### config.mk
export PLATFORM = sky130hd
export DESIGN_NAME = cnn_layer_accel_octo_load_ctrl
export DESIGN_NICKNAME = d
export VERILOG_FILES = /design/src/rtl/cnn_layer_accel_load_pkg.sv /design/src/rtl/cnn_layer_accel_rd_skid.sv /design/src/rtl/cnn_layer_accel_octo_load_ctrl.sv
export SDC_FILE = /design/constraint.sdc
export NUM_CORES = 1
export LEC_CHECK = 0
export ABC_AREA = 1
export BUFFER_PORTS_ARGS = -buffer_cell sky130_fd_sc_hd__buf_4
export CAP_MARGIN = 20
export CORE_ASPECT_RATIO = 1.4
export CORE_MARGIN = 2
export CORE_UTILIZATION = 54
export DETAILED_ROUTE_END_ITERATION = 8
export GPL_TIMING_DRIVEN = 0
export PLACE_DENSITY = 0.87
export SYNTH_ARGS = -nofsm -noshare
export SYNTH_HDL_FRONTEND = slang
export SYNTH_SLANG_ARGS = --single-unit
### constraint.sdc
create_clock -name clk_500MHz -period 4.55 [get_ports clk_500MHz]
set_input_delay 0.91 -clock clk_500MHz [delete_from_list [all_inputs] [get_ports clk_500MHz]]
set_output_delay 0.91 -clock clk_500MHz [all_outputs]
set_load 0.05 [all_outputs]
### src/rtl/cnn_layer_accel_load_pkg.sv
// Shared types for the octo load sequencer: FSM states, geometry record and
// the number of sequence words generated per output column.
package cnn_layer_accel_load_pkg;

  localparam int SEQ_WORDS_PER_COL = 5;
  localparam int GEOM_W            = 10;

  typedef enum logic [2:0] {
    ST_IDLE   = 3'd0,
    ST_CFG    = 3'd1,
    ST_NEWMAP = 3'd2,
    ST_SEQ    = 3'd3,
    ST_PIX    = 3'd4,
    ST_DONE   = 3'd5
  } load_state_e;

  typedef struct packed {
    logic [GEOM_W-1:0] rows;
    logic [GEOM_W-1:0] cols;
    logic [GEOM_W-1:0] kernel;
  } geom_t;

endpackage

### src/rtl/cnn_layer_accel_rd_skid.sv
// Two-entry buffer behind a 1-cycle-latency memory read. The arriving word is
// bypassed straight to the output when the buffer is empty.
module cnn_layer_accel_rd_skid #(
  parameter int W = 17
) (
  input  logic         clk,
  input  logic         rst,
  input  logic         i_push,
  input  logic [W-1:0] i_data,
  input  logic         i_pop,
  output logic         o_can_issue,
  output logic         o_valid,
  output logic [W-1:0] o_data
);

  logic [W-1:0] r_buf [2];
  logic         r_rd_ptr;
  logic         r_wr_ptr;
  logic         r_in_flight;
  logic [1:0]   r_count;
  logic         w_buf_empty;
  logic         w_write;
  logic         w_pop_buf;

  assign w_buf_empty = (r_count == 2'd0);
  // An arriving word only skips the buffer when it is consumed on arrival.
  assign w_write     = r_in_flight && !(w_buf_empty && i_pop);
  assign w_pop_buf   = i_pop && !w_buf_empty;
  assign o_valid     = !w_buf_empty || r_in_flight;
  assign o_data      = w_buf_empty ? i_data : r_buf[r_rd_ptr];
  assign o_can_issue = (({1'b0, r_count} + {2'b00, r_in_flight}) < 3'd2);

  // Buffer storage, pointers, occupancy and in-flight tracking.
  always_ff @(posedge clk) begin
    if (rst) begin
      r_buf[0]    <= '0;
      r_buf[1]    <= '0;
      r_rd_ptr    <= 1'b0;
      r_wr_ptr    <= 1'b0;
      r_in_flight <= 1'b0;
      r_count     <= 2'd0;
    end else begin
      r_in_flight <= i_push;
      if (w_write) begin
        r_buf[r_wr_ptr] <= i_data;
        r_wr_ptr        <= ~r_wr_ptr;
      end
      if (w_pop_buf) begin
        r_rd_ptr <= ~r_rd_ptr;
      end
      r_count <= r_count + {1'b0, w_write} - {1'b0, w_pop_buf};
    end
  end

endmodule

### src/rtl/cnn_layer_accel_octo_load_ctrl.sv
// Loads one input map into a cnn_layer_accel_octo: derives the BRAM config,
// pulses new_map, then streams the sequence table and the pixel map onto datain.
module cnn_layer_accel_octo_load_ctrl
  import cnn_layer_accel_load_pkg::*;
#(
  parameter int C_PIXEL_WIDTH    = 16,
  parameter int C_SEQ_DATA_WIDTH = 13,
  parameter int C_DIM_WIDTH      = 10,
  parameter int C_ADDR_WIDTH     = 16
) (
  input  logic                        clk_500MHz,
  input  logic                        rst,
  input  logic                        start,
  input  logic [C_DIM_WIDTH-1:0]      rows,
  input  logic [C_DIM_WIDTH-1:0]      cols,
  input  logic [C_DIM_WIDTH-1:0]      kernel,
  output logic                        busy,
  output logic                        done,
  output logic                        cfg_err,
  output logic [C_DIM_WIDTH-1:0]      num_input_rows_cfg,
  output logic [C_DIM_WIDTH-1:0]      num_input_cols_cfg,
  output logic [C_DIM_WIDTH-1:0]      num_output_rows_cfg,
  output logic [C_DIM_WIDTH-1:0]      num_output_cols_cfg,
  output logic [C_DIM_WIDTH+2:0]      seq_full_count_cfg,
  output logic [C_DIM_WIDTH+2:0]      row_matric_done_count_cfg,
  output logic                        new_map,
  output logic [C_ADDR_WIDTH-1:0]     seq_rd_addr,
  output logic                        seq_rd_en,
  input  logic [C_SEQ_DATA_WIDTH-1:0] seq_rd_data,
  output logic [C_ADDR_WIDTH-1:0]     pix_rd_addr,
  output logic                        pix_rd_en,
  input  logic [C_PIXEL_WIDTH-1:0]    pix_rd_data,
  output logic [C_PIXEL_WIDTH-1:0]    datain,
  output logic                        datain_valid,
  output logic                        seq_datain_tag,
  output logic                        pixel_datain_tag,
  input  logic                        seq_datain_rdy,
  input  logic                        pixel_datain_rdy
);

  localparam int CFG_W  = C_DIM_WIDTH + 3;
  localparam int CNT_W  = 2 * C_DIM_WIDTH;
  localparam int SKID_W = C_PIXEL_WIDTH + 1;

  load_state_e             r_state;
  load_state_e             w_state_next;
  geom_t                   r_geom;
  logic                    r_cfg_err;
  logic [C_DIM_WIDTH-1:0]  r_in_rows;
  logic [C_DIM_WIDTH-1:0]  r_in_cols;
  logic [C_DIM_WIDTH-1:0]  r_out_rows;
  logic [C_DIM_WIDTH-1:0]  r_out_cols;
  logic [CFG_W-1:0]        r_seq_full;
  logic [CFG_W-1:0]        r_row_done;
  logic [CNT_W-1:0]        r_pix_total;
  logic [CNT_W-1:0]        r_issue_cnt;
  logic [CNT_W-1:0]        r_xfer_cnt;

  logic [C_DIM_WIDTH-1:0]  w_rows;
  logic [C_DIM_WIDTH-1:0]  w_cols;
  logic [C_DIM_WIDTH-1:0]  w_kernel;
  logic                    w_geom_ok;
  logic                    w_idle_start;
  logic                    w_phase_act;
  logic [CNT_W-1:0]        w_total;
  logic                    w_can_issue;
  logic                    w_rd_req;
  logic [SKID_W-1:0]       w_skid_in;
  logic                    w_skid_valid;
  logic [SKID_W-1:0]       w_skid_data;
  logic                    w_tag_pix;
  logic                    w_rdy;
  logic                    w_xfer;
  logic                    w_last;

  assign w_rows       = C_DIM_WIDTH'(r_geom.rows);
  assign w_cols       = C_DIM_WIDTH'(r_geom.cols);
  assign w_kernel     = C_DIM_WIDTH'(r_geom.kernel);
  assign w_geom_ok    = (kernel != {C_DIM_WIDTH{1'b0}}) && (kernel <= rows) && (kernel <= cols);
  assign w_idle_start = (r_state == ST_IDLE) && start;

  assign w_phase_act  = (r_state == ST_SEQ) || (r_state == ST_PIX);
  assign w_total      = (r_state == ST_PIX) ? r_pix_total : CNT_W'(r_seq_full);
  assign w_rd_req     = w_phase_act && w_can_issue && (r_issue_cnt < w_total);

  // Both phases share the buffer; the top bit carries the pixel tag.
  assign w_skid_in    = (r_state == ST_PIX) ? {1'b1, pix_rd_data}
                                            : {1'b0, C_PIXEL_WIDTH'(seq_rd_data)};
  assign w_tag_pix    = w_skid_data[C_PIXEL_WIDTH];
  assign w_rdy        = w_tag_pix ? pixel_datain_rdy : seq_datain_rdy;
  assign w_xfer       = w_skid_valid && w_rdy;
  assign w_last       = w_xfer && (r_xfer_cnt == (w_total - CNT_W'(1)));

  cnn_layer_accel_rd_skid #(
    .W (SKID_W)
  ) u_rd_skid (
    .clk         (clk_500MHz),
    .rst         (rst),
    .i_push      (w_rd_req),
    .i_data      (w_skid_in),
    .i_pop       (w_xfer),
    .o_can_issue (w_can_issue),
    .o_valid     (w_skid_valid),
    .o_data      (w_skid_data)
  );

  // State register.
  always_ff @(posedge clk_500MHz) begin
    if (rst) begin
      r_state <= ST_IDLE;
    end else begin
      r_state <= w_state_next;
    end
  end

  // Next-state decode.
  always_comb begin
    w_state_next = r_state;
    case (r_state)
      ST_IDLE:   if (w_idle_start && w_geom_ok) w_state_next = ST_CFG;
                 else                           w_state_next = ST_IDLE;
      ST_CFG:    w_state_next = ST_NEWMAP;
      ST_NEWMAP: w_state_next = ST_SEQ;
      ST_SEQ:    if (w_last) w_state_next = ST_PIX;
                 else        w_state_next = ST_SEQ;
      ST_PIX:    if (w_last) w_state_next = ST_DONE;
                 else        w_state_next = ST_PIX;
      ST_DONE:   w_state_next = ST_IDLE;
      default:   w_state_next = ST_IDLE;
    endcase
  end

  // Geometry latch, config derivation and phase counters.
  always_ff @(posedge clk_500MHz) begin
    if (rst) begin
      r_geom      <= '0;
      r_cfg_err   <= 1'b0;
      r_in_rows   <= '0;
      r_in_cols   <= '0;
      r_out_rows  <= '0;
      r_out_cols  <= '0;
      r_seq_full  <= '0;
      r_row_done  <= '0;
      r_pix_total <= '0;
      r_issue_cnt <= '0;
      r_xfer_cnt  <= '0;
    end else begin
      r_cfg_err <= w_idle_start && !w_geom_ok;
      if (w_idle_start && w_geom_ok) begin
        r_geom.rows   <= GEOM_W'(rows);
        r_geom.cols   <= GEOM_W'(cols);
        r_geom.kernel <= GEOM_W'(kernel);
      end
      if (r_state == ST_CFG) begin
        r_in_rows   <= w_rows - C_DIM_WIDTH'(1);
        r_in_cols   <= w_cols - C_DIM_WIDTH'(1);
        r_out_rows  <= w_rows - w_kernel;
        r_out_cols  <= w_cols - w_kernel;
        r_seq_full  <= (CFG_W'(w_cols - w_kernel) + CFG_W'(1)) * CFG_W'(SEQ_WORDS_PER_COL);
        r_row_done  <= CFG_W'(w_cols);
        r_pix_total <= CNT_W'(w_rows) * CNT_W'(w_cols);
      end
      if (w_rd_req) begin
        r_issue_cnt <= r_issue_cnt + CNT_W'(1);
      end
      if (w_xfer) begin
        r_xfer_cnt <= r_xfer_cnt + CNT_W'(1);
      end
      // All reads of a phase are issued before its last word can transfer.
      if (w_last) begin
        r_issue_cnt <= '0;
        r_xfer_cnt  <= '0;
      end
    end
  end

  assign busy                      = (r_state != ST_IDLE);
  assign done                      = (r_state == ST_DONE);
  assign new_map                   = (r_state == ST_NEWMAP);
  assign cfg_err                   = r_cfg_err;
  assign num_input_rows_cfg        = r_in_rows;
  assign num_input_cols_cfg        = r_in_cols;
  assign num_output_rows_cfg       = r_out_rows;
  assign num_output_cols_cfg       = r_out_cols;
  assign seq_full_count_cfg        = r_seq_full;
  assign row_matric_done_count_cfg = r_row_done;
  assign seq_rd_en                 = w_rd_req && (r_state == ST_SEQ);
  assign pix_rd_en                 = w_rd_req && (r_state == ST_PIX);
  assign seq_rd_addr               = (r_state == ST_SEQ) ? C_ADDR_WIDTH'(r_issue_cnt) : '0;
  assign pix_rd_addr               = (r_state == ST_PIX) ? C_ADDR_WIDTH'(r_issue_cnt) : '0;
  assign datain_valid              = w_skid_valid;
  assign datain                    = w_skid_valid ? w_skid_data[C_PIXEL_WIDTH-1:0] : '0;
  assign seq_datain_tag            = w_skid_valid && !w_tag_pix;
  assign pixel_datain_tag          = w_skid_valid && w_tag_pix;

endmodule

Word-level counts from Yosys, hierarchy flattened --
Memory sizes are Yosys's and may differ from the RTL's. A register that Yosys moved wholly into a read port is not among the register bits. Cells that the tools add are included. W data, S select, Z words.
Word-level totals: bits in registers 162, latch bits 0, RAM bits 34, bits in read-only memories 0, input bits 64, output and inout port bits 123, logic and storage cells 94, memories kept 1
Memory list:
- u_rd_skid.r_buf | depth 2, bits a word 17, read ports 1, clocked after Yosys merged registers in 1, write ports 2, RTL line cnn_layer_accel_rd_skid.sv:16 | logic [W-1:0] r_buf [2];
Operators by class: $add $sub $neg 12, multiply operators 2, div/mod/pow operators 0, order comparisons 4, eq/ne operators 6, shift operators 0, mux-type cells 21, bitwise operators 2, reductions and logical operators 28
Operators by type and width (count):
- $mux W17 | 3
- $mux W16 | 3
- $add A20 B1 Y20 const B | 2
- $eq A20 B20 Y1 | 1
- $le A10 B10 Y1 | 2
- $lt A20 B20 Y1 | 1
- $mul A10 B10 Y20 | 1
- $mux W20 | 1
- $sub A10 B1 Y10 const B | 2
- $sub A10 B10 Y10 | 2
- $sub A20 B1 Y20 const B | 1
- $reduce_or A17 Y1 | 1
- $logic_and A1 B1 Y1 | 16
- $pmux W3 S5 | 1
- $mul A13 B3 Y13 const B | 1
- $add A11 B2 Y12 const B | 1
- $mux W1 | 12
- $sub A10 B10 Y11 | 1
- $reduce_bool A10 Y1 | 1
- $eq A3 B2 Y1 const B | 2
- $eq A3 B3 Y1 const B | 2
- $logic_not A1 Y1 | 4
- $add A2 B1 Y3 | 1
- $eq A3 B1 Y1 const B | 1
- other kinds (10) | 12

Logic depth before layout (Yosys ltp) --
Gate-level depths: netlist of run 1.
depth in word-level cells 13, gate-level depth with buffers 27, gate-level depth less buffers 26

Hierarchy --
From an unflattened synthesis of run 1, not the netlist that was laid out.
Unflattened totals: cell total of the unflattened synthesis 2243, area, all modules 15961.6 µm²
Modules (own cells, without submodules):
- cnn_layer_accel_octo_load_ctrl | instances 1, cells each 2034, area each 13994.7 µm², seq. area each 3143.0 µm²
- cnn_layer_accel_rd_skid | instances 1, cells each 209, area each 1966.9 µm², seq. area each 1141.1 µm²

Worst setup path before layout of run 1 --
No wires, ideal clock.
path kind flip-flop to flip-flop, from reg r_geom, in the netlist w_cols[3], to reg r_pix_total[15], setup time 114 ps, arrival 4848 ps, data required time 4436 ps, path slack -411 ps, stages on the path, launching flop included 24, period minus slack after synthesis 4961 ps, cells stage by stage dfxtp_1 clkbuf_1 nand2_1 fa_1 inv_1 fa_1 inv_1 fa_1 inv_1 fa_1 inv_1 fa_1 inv_1 ha_1 nand2_1 nor2_1 o21ai_0 o211ai_1 a21oi_1 inv_1 a31oi_1 xnor2_1 o21bai_1 inv_1
Between the ends: longest elaborated chain between the ends 1
Ends and longest elaborated chain:
- from (decl) | RTL line cnn_layer_accel_octo_load_ctrl.sv:47 | geom_t r_geom;
- $mul A10 B10 Y20 | RTL line cnn_layer_accel_octo_load_ctrl.sv:161 | r_pix_total <= CNT_W'(w_rows) * CNT_W'(w_cols);
- to (signal assigned) | RTL line cnn_layer_accel_octo_load_ctrl.sv:161
- to (decl) | RTL line cnn_layer_accel_octo_load_ctrl.sv:55 | logic [CNT_W-1:0] r_pix_total;
No other way between the ends. A chain may end at the register's enable or synchronous reset.

Final worst setup path of run 1 --
from reg r_geom, in the netlist w_cols[3], to reg r_pix_total[13]
Same word-level chain as after synthesis.

==> results of run 1 <==
path summary, 6_finish.rpt:
kind	endpoint	slack (ns)	depth (start not counted)
worst max-delay path	r_pix_total[13]	-0.28	19
worst min register to register	u_rd_skid.r_rd_ptr	0.46	1
worst max register to register	r_pix_total[13]	-0.28	19
worst min-delay path	u_rd_skid.r_rd_ptr	0.46	1
layout by cell type, fill, tap and decap left out, drive strengths merged:
master	n
o21a	6
o22ai	16
mux2i	13
dfxtp	163
conb	3
a21boi	1
bufinv	1
xor2	52
inv	365
o21ai	145
buf	256
xnor2	22
nor3b	8
and3	1
nand3b	6
o31ai	2
a31oi	8
o211ai	15
diode	1
clkinvlp	3
nand4	18
clkbuf	68
edfxtp	34
nor4	10
o21bai	18
fa	65
nor3	36
a211oi	2
or2	6
nand2	448
o221ai	3
ha	140
clkinv	9
a221oi	1
a21oi	159
and2	1
nor2	214
a21o	3
nand3	111
o2111ai	2
worst max-delay path: cells and delay by family, from the launching register on:
kind                       cells  cell delay (ns)
and+or+nand+nor                3             0.26
DFF                            1             0.47
adders and majority gates      6             2.91
buffers and inverters          4             0.25
xor gates and xnor gates       1             0.15
AOI/OAI and AO/OA              5             0.67
cell families (layout without fill, tap and decap cells):
logic type	after synthesis	in the layout	share of synthesized area (%)
xor+xnor	74	74	4.11
fa+ha+maj	205	205	19.4
flops	197	197	27.2
buf+inv	450	702	11.3
mux	13	13	0.825
simple gates	859	859	23.8
other cells	1	4	0.0238
compound gates	381	381	13.4
cell type report:
type                            instances  area (µm²)
Clock buffer                           17         425
Buffer                                 71         420
Antenna cell                            1        2.50
Sequential cell                       197        4350
Clock inverter                         15         145
Fill cell                            2386        9990
Timing Repair Buffer                  236        1780
Tap cell                              380         475
Inverter                              363        1370
Multi-Input combinational cell       1535       10000
per-stage QoR:
stage	utilization, %	power, µW	worst slack (ns)	setup TNS (ns)	hold WS (ns)
after global placement	61.7	5370	-0.468	-3.44	0.438
after floorplan	-	4530	0.00261	0	0.426
after detailed placement	61.7	5450	-0.550	-4.33	0.445
after global routing	65.5	7610	-0.457	-2.91	0.476
final	65.5	7190	-0.284	-1.51	0.462
after CTS	64.8	7040	-0.132	-0.452	0.458
what timing repair did:
action	4_1_cts	5_1_grt
pin swaps	27	21
buffers inserted	39	14
cloned	1	0
hold buffers	0	0
gates resized for setup	55	38
endpoints found under the setup margin	14	15
registers in the layout (all words and copies together) (netlist names), 2 cells and up, named ones only:
register	flops
row_matric_done_count_cfg	10
num_input_cols_cfg	10
w_rows	10
r_issue_cnt	20
r_pix_total	20
u_rd_skid.r_buf	34
num_input_rows_cfg	10
w_kernel	10
num_output_rows_cfg	10
u_rd_skid.r_count	2
r_state	3
w_cols	10
seq_full_count_cfg	13
r_xfer_cnt	20
num_output_cols_cfg	10
cell usage after synthesis (all sizes together):
master / instances
ha: 140
a31oi: 8
o21ai: 145
o31ai: 2
nor3: 36
xor2: 52
o221ai: 3
inv: 360
nand4: 18
nand3: 111
or2: 6
a221oi: 1
dfxtp: 163
buf: 20
a21boi: 1
nor2: 214
a21oi: 159
nand3b: 6
nor3b: 8
o22ai: 16
clkbuf: 67
a211oi: 2
nand2: 448
a21o: 3
edfxtp: 34
and2: 1
and3: 1
mux2i: 13
o211ai: 15
conb: 1
o21a: 6
o2111ai: 2
o21bai: 18
fa: 65
clkinv: 3
nor4: 10
xnor2: 22
metal layers:
metal / vias to the layer above / wire (µm) / track usage [%]
met4: 0 / 5260 / 27.7
met5: - / 0 / 0
met3: 261 / 3950 / 5.89
li1: 7507 / - / -
met1: 7364 / 18600 / 36.1
met2: 817 / 26600 / 63.5
power by group through the flow:
stage	Clock [µW]	Combinational, µW	Sequential, µW
after floorplan	0	2220	2310
after global placement	0	3270	2100
after detailed placement	0	3350	2100
after CTS	1510	3440	2090
after global routing	1590	3900	2110
final	1530	3560	2100
==> metrics.md, run 1 <==
| Metric | Value |
|---|---|
| Non-filler cells in the finished layout | 2815 |
| Crit Path Max Fanout | 8 |
| Deepest clock path buffer count | 2 |
| Tcrit/Tclk final | 106% |
| IO Count | 187 |
| P_sw | 3240 µW |
| Post-DR wirelength/cell | 19.3 µm |
| Clock Power Share | 21.2% |
| Min-delay src | u_rd_skid.r_rd_ptr |
| Max rail drop VDD | 0.325 mV |
| Max_cap viols | 0 |
| TritonCTS clock tree | built |
| Synth Instances | 2180 |
| Initial core utilization | 54.4% |
| Initial antenna violation count | 1 |
| Via count | 15900 |
| Root Driver | clkbuf_16 |
| Die area | 30600 µm² |
| Max Slew Vio Count | 0 |
| Share of cells above drive strength 1 | 17.9% |
| Critical-path cell with the highest stage delay | fa_1 |
| Slew margin rel. | 46.2% |
| Crit path launch | w_cols[3] |
| Starting DRC count in detailed routing | 1108 |
| Pre-antenna DRT Iters | 7 |
| Die height | 206 µm |
| GRT Total Usage | 35.3% |
| CP max stage delay | 0.56 ns |
| PD cells | 379 nW/µm² |
| Vias per Instance | 5.67 |
| CTS buffer count | 17 |
| Drt drc | 0 |
| Core footprint | 29000 µm² |
| Setup Skew | 0.0132 ns |
| Sw frac | 45.1% |
| Die extent in x | 148 µm |
| Syn avg cell area | 7.23 µm² |
| Sink Count | 197 |
| Worst path required time | 4.89 ns |
| Routed WL | 54400 µm |
| First-pass GRT wire length | 82900 µm |
| Int Power | 3950 µW |
| Final worst slack | -0.284 ns |
| Most frequent CP cell | fa_1 |
| Clk pin slew, worst setup/hold paths | 0.08 ns |
| Leak | 0.00995 µW |
| RR Startpoint | w_cols[3] |
| Yosys reg bits | 197 |
| Htree depth | 4 |
| Combinational power share | 49.6% |
| Post-route cell area | 19000 µm² |
| Worst Setup Path Type | reg -> reg |
| Synth top area share | 20.7% |
| Hold Path Class | reg -> reg |
| Nets@finish | 2690 |
| GPL Wtd Cong | 0.983 |
| Placed cells | 2744 |
| Status | complete, but fails checks |
| Vias in the first global route | 15900 |
| Post-synthesis sequential area ratio | 27.2% |
| RSZ-0062 raised after global routing | yes |
| Sequential share of power | 29.2% |
| Row count | 74 |
| Mapped Area | 15800 µm² |
| Clk_lat worst skew | 0.46 ns |
| Minimum clock period | 4.83 ns |
| DP Wirelength | 39500 µm |
| Final setup vio count | 8 |
| Endpoint type of the worst setup path | flop |
| YS warnings | 0 |
| Failing checks | negative setup slack |
| Post-DRT Antenna Nets | 0 |
| Fmax | 207 MHz |
| Cell chain of the critical path | nand2_4 > fa_1 > inv_1 > fa_1 > fa_1 > fa_1 > inv_1 > fa_1 > inv_2 > ha_4 > nand2_4 > nor2_2 > o21ai_1 > o211ai_1 > a21oi_2 > o21a_1 > xnor2_2 > o21ai_1 > inv_1 |
| Largest net degree at the start of global routing | 19 |
| Synth top area cells | dfxtp_1 21%, ha_1 11%, nand2_1 10%, inv_1 8.5%, fa_1 8.3% |
| Worst EP arrival | 5.18 ns |
| Synth area leader | dfxtp_1 |
| Startpoint Class | flop |
| Least-Margin Pin Slew | 0.807 ns |
| Area Growth Syn to Fin | 20.5% |
| Port Buffers | 182 |
| GRT overflow | 0 |
| Unique masters post-synth | 54 |
| Final Hold Vio Count | 0 |
| Dpl cell area | 17900 µm² |
(Power assumes the default switching activity.)
==> run 2: changes to the inputs <==
--- a/config.mk
+++ b/config.mk
@@ -5,7 +5,6 @@
 export SDC_FILE = /design/constraint.sdc
 export NUM_CORES = 1
 export LEC_CHECK = 0
-export ABC_AREA = 1
 export BUFFER_PORTS_ARGS = -buffer_cell sky130_fd_sc_hd__buf_4
 export CAP_MARGIN = 20
 export CORE_ASPECT_RATIO = 1.4
==> metrics.md, run 2 <==
| Metric | Value |
|---|---|
| Status | complete, but fails checks |
| Failing checks | negative setup slack |
| Sw frac | 43.2% (-1.9 points) |
| Clock Power Share | 21.8% (+0.6 points) |
| Mapped Area | 15500 µm² (-1.4%) |
| Unique masters post-synth | 78 (+44%) |
| Nets@finish | 2347 (-13%) |
| Post-synthesis mux area share | 5.30% (+4.5 points) |
| Row count | 73 (-1.4%) |
| Max rail drop VDD | 0.303 mV (-6.9%) |
| Deepest clock path buffer count | 2 (unchanged) |
| Worst EP arrival | 5.67 ns (+0.49 ns) |
| Slew margin rel. | 36.9% (-9.4 points) |
| Least-Margin Pin Slew | 0.947 ns (+0.140 ns) |
| Area Growth Syn to Fin | 26.1% |
| Post-route cell area | 19600 µm² (+3.2%) |
| Fmax | 190 MHz (-8.3%) |
| Die area | 30200 µm² (-1.4%) |
| Simple-Gate Fraction of Synth Area | 23.3% (-0.45 points) |
| Post-synthesis sequential area ratio | 27.6% (+0.39 points) |
| Post-DRT Antenna Nets | 0 (unchanged) |
| Core footprint | 28400 µm² (-2.0%) |
| CP max stage delay | 0.51 ns (-0.05 ns) |
| Int Power | 4220 µW (+6.9%) |
| Most used flip-flop cell after synthesis | dfxtp_1 |
| Vias in the first global route | 15100 (-4.8%) |
| RR Startpoint | w_cols[4] |
| Vias per Instance | 6.19 (+9.2%) |
| Async SR Flop Fraction | 0% (unchanged) |
| Crit Path Max Fanout | 5 (-3) |
| Reg2reg end | r_pix_total[15] |
| Compound-Gate Fraction of Synth Area | 11.8% (-1.6 points) |
| Post-DR wirelength/cell | 21.6 µm (+12%) |
| Cell chain of the critical path | clkbuf_8 > buf_4 > clkbuf_8 > and2_1 > fa_1 > fa_1 > fa_1 > fa_1 > ha_1 > ha_1 > or2_2 > a21oi_1 > o21ba_4 > a21oi_2 > xnor2_2 > nand2_1 > a21oi_1 |
| Synth top area cells | dfxtp_1 21%, ha_1 11%, fa_1 8.4%, edfxtp_1 6.6%, mux2i_1 5.2% |
| First-pass GRT wire length | 79300 µm (-4.4%) |
| Hold Path Class | reg -> reg |
| Synth top area share | 21.0% (+0.30 points) |
| Crit path launch | w_cols[4] |
| GPL Wtd Cong | 0.960 (-2.4%) |
| Commonest non-fill, non-tap cell in the layout | buf_4 |
| Sequential share of power | 28.0% (-1.2 points) |
| Top post-synthesis cells by count | 189 x nand2_1, 163 x dfxtp_1, 156 x nor2_1, 140 x ha_1, 109 x inv_1 |
| Minimum clock period | 5.27 ns (+0.436 ns) |
| Combinational power share | 50.2% (+0.6 points) |
| Tcrit/Tclk final | 116% (+9.6 points) |
| Most frequent cells in the layout | 251 x buf_4, 184 x nand2_1, 153 x nor2_1 |
| Yosys reg bits | 197 (unchanged) |
| Port Buffers | 183 (+0.55%) |
| Routed WL | 53200 µm (-2.1%) |
| Largest reg by FF count | u_rd_skid.r_buf |
| Clk_lat worst skew | 0.47 ns (about the same) |
| IO Count | 187 (unchanged) |
| Endpoint type of the worst setup path | flop |
| Area occupied by multi-input gates | 11000 µm² (+9.8%) |
| Pre-antenna DRT Iters | 7 (unchanged) |
| Final setup vio count | 12 (+4) |
| Synth area leader | dfxtp_1 |
| Reg2Reg Setup Slack | -0.72 ns (-0.44 ns) |
| Final Hold Vio Count | 0 (unchanged) |
| Drt drc | 0 (unchanged) |
| Final Core Density | 69.0% (+3.5 points) |
| Startpoint Class | flop |
| CTS buffer count | 17 (unchanged) |
| Sink Count | 197 (unchanged) |
| Largest register FFs | 34 (unchanged) |
| P_sw | 3210 µW (-0.90%) |
| Synth Instances | 1810 (-17%) |
| Worst path required time | 4.95 ns (+0.06 ns) |
| Most frequent CP cell | fa_1 |
| DP Wirelength | 36700 µm (-7.1%) |
| Worst Setup Path Type | reg -> reg |
| Critical path destination | r_pix_total[15] |
| Initial antenna violation count | 1 (unchanged) |
| Largest net degree at the start of global routing | 21 (+2) |
| Final worst slack | -0.720 ns (-0.436 ns) |
| Syn avg cell area | 8.59 µm² (+19%) |
| Dpl cell area | 17600 µm² (-1.7%) |
| Starting DRC count in detailed routing | 1513 (+37%) |
| Number of hold buffers added after CTS | 0 (unchanged) |
| Leak | 0.00884 µW (-11%) |
| Combinational family with the most area after synthesis | simple AND/OR/NAND/NOR gates |
| Initial core utilization | 54.7% (+0.32 points) |
| Fillers | 1978 (-17%) |
| Via count | 15300 (-4.3%) |
| Root Driver | clkbuf_16 |
| Adder-cell share of the synthesized area | 19.6% (+0.28 points) |
| Share of cells above drive strength 1 | 24.5% (+6.6 points) |
| R2R depth | 17 (-2) |
| TritonCTS clock tree | built |
| Htree depth | 4 (unchanged) |
| RSZ-0062 raised after global routing | yes |
| Die extent in x | 147 µm (-0.69%) |
| Synth Area in XOR/XNOR | 6.65% (+2.5 points) |
| Setup Skew | 0.0129 ns (-0.000214 ns) |
| Reg area | 4350 µm² (-0.20%) |
| GRT Total Usage | 33.7% (-1.6 points) |
| Max Slew Vio Count | 0 (unchanged) |
| Critical-path cell with the highest stage delay | fa_1 |
| YS warnings | 0 (unchanged) |
| PD cells | 379 nW/µm² (+0.13%) |
| Most frequent cell after synthesis | nand2_1 |
| GRT overflow | 0 (unchanged) |
| Number of flops mapped to enable cells by yosys | 34 (unchanged) |
| Clk pin slew, worst setup/hold paths | 0.09 ns (about the same) |
| Max_cap viols | 0 (unchanged) |
| Die height | 205 µm (-0.69%) |
## run 2: worst min-delay path by stage
stage,start,depth (start not counted),slack [ns],to
final,num_output_rows_cfg[7],2,0.46,num_output_rows_cfg[7]
after global routing,row_matric_done_count_cfg[2],2,0.48,row_matric_done_count_cfg[2]
after CTS,num_output_rows_cfg[3],2,0.46,num_output_rows_cfg[3]
after detailed placement,num_output_rows_cfg[3],2,0.45,num_output_rows_cfg[3]
after global placement,row_matric_done_count_cfg[6],2,0.45,row_matric_done_count_cfg[6]
after floorplan,r_pix_total[16],2,0.45,r_pix_total[16]
## run 2: worst max-delay path, delay by kind of cell, from the launching register on
| family | cells | cell delay, ns |
|---|---|---|
| XOR/XNOR | 1 | 0.14 |
| AO/OA/AOI/OAI | 4 | 1.08 |
| adder cells (fa/ha/maj) | 6 | 2.58 |
| flip-flops | 1 | 0.33 |
| AND/OR/NAND/NOR | 3 | 0.60 |
| buffers and inverters | 3 | 0.46 |
## run 2: per-stage QoR
stage	worst slack, ns	hold WS [ns]	cells	TNS (ns)	total power [µW]
global placement	-1.40	0.447	2370	-71.35	5250
CTS	-0.611	0.460	2438	-5.01	7190
global route	-0.879	0.484	2467	-8.52	7750
detailed placement	-1.35	0.451	2370	-70.61	5320
floorplan	-0.367	0.454	1812	-2.33	4460
finish	-0.720	0.459	2467	-6.58	7440
## run 2: layout make-up
class                   count  share of cell area [%]
well taps                 375                    2.39
repair buffers            254                    10.0
plain buffers              99                    3.99
multi-input cells        1400                    56.1
inverters                 109                    2.11
clock inverters            14                   0.861
flip-flops and latches    197                    22.2
clock buffers              18                    2.30
diodes                      1                  0.0128
## run 2: cells by family (layout without fill, tap and decap cells)
| logic type | Yosys count | count (layout) |
|---|---|---|
| mux | 82 | 82 |
| other cells | 1 | 4 |
| xor+xnor | 118 | 118 |
| fa+ha+maj | 205 | 205 |
| simple gates | 714 | 714 |
| flops | 197 | 197 |
| buf+inv | 215 | 494 |
| compound gates | 278 | 278 |
## run 2: repair_timing
action                                  in CTS  in global routing
pin swaps                                   48                 44
cloned                                       1                  1
buffers inserted                            40                 31
resized for setup                          147                 62
endpoints found under the setup margin      87                 58
## run 2: per-layer routing
metal,up-vias,part of all wire (%),track usage (%)
met1,7228,34,35.4
met5,-,0,0
met2,948,50,59.0
met3,300,7.5,5.86
li1,6783,-,-
met4,0,8.6,27.1
## run 2: power by group through the flow
stage | sequential (µW) | clock, µW | combinational (µW)
finish | 2080 | 1620 | 3740
global route | 2080 | 1680 | 3980
CTS | 2070 | 1620 | 3510
detailed placement | 2100 | 0 | 3220
global placement | 2090 | 0 | 3150
floorplan | 2260 | 0 | 2190
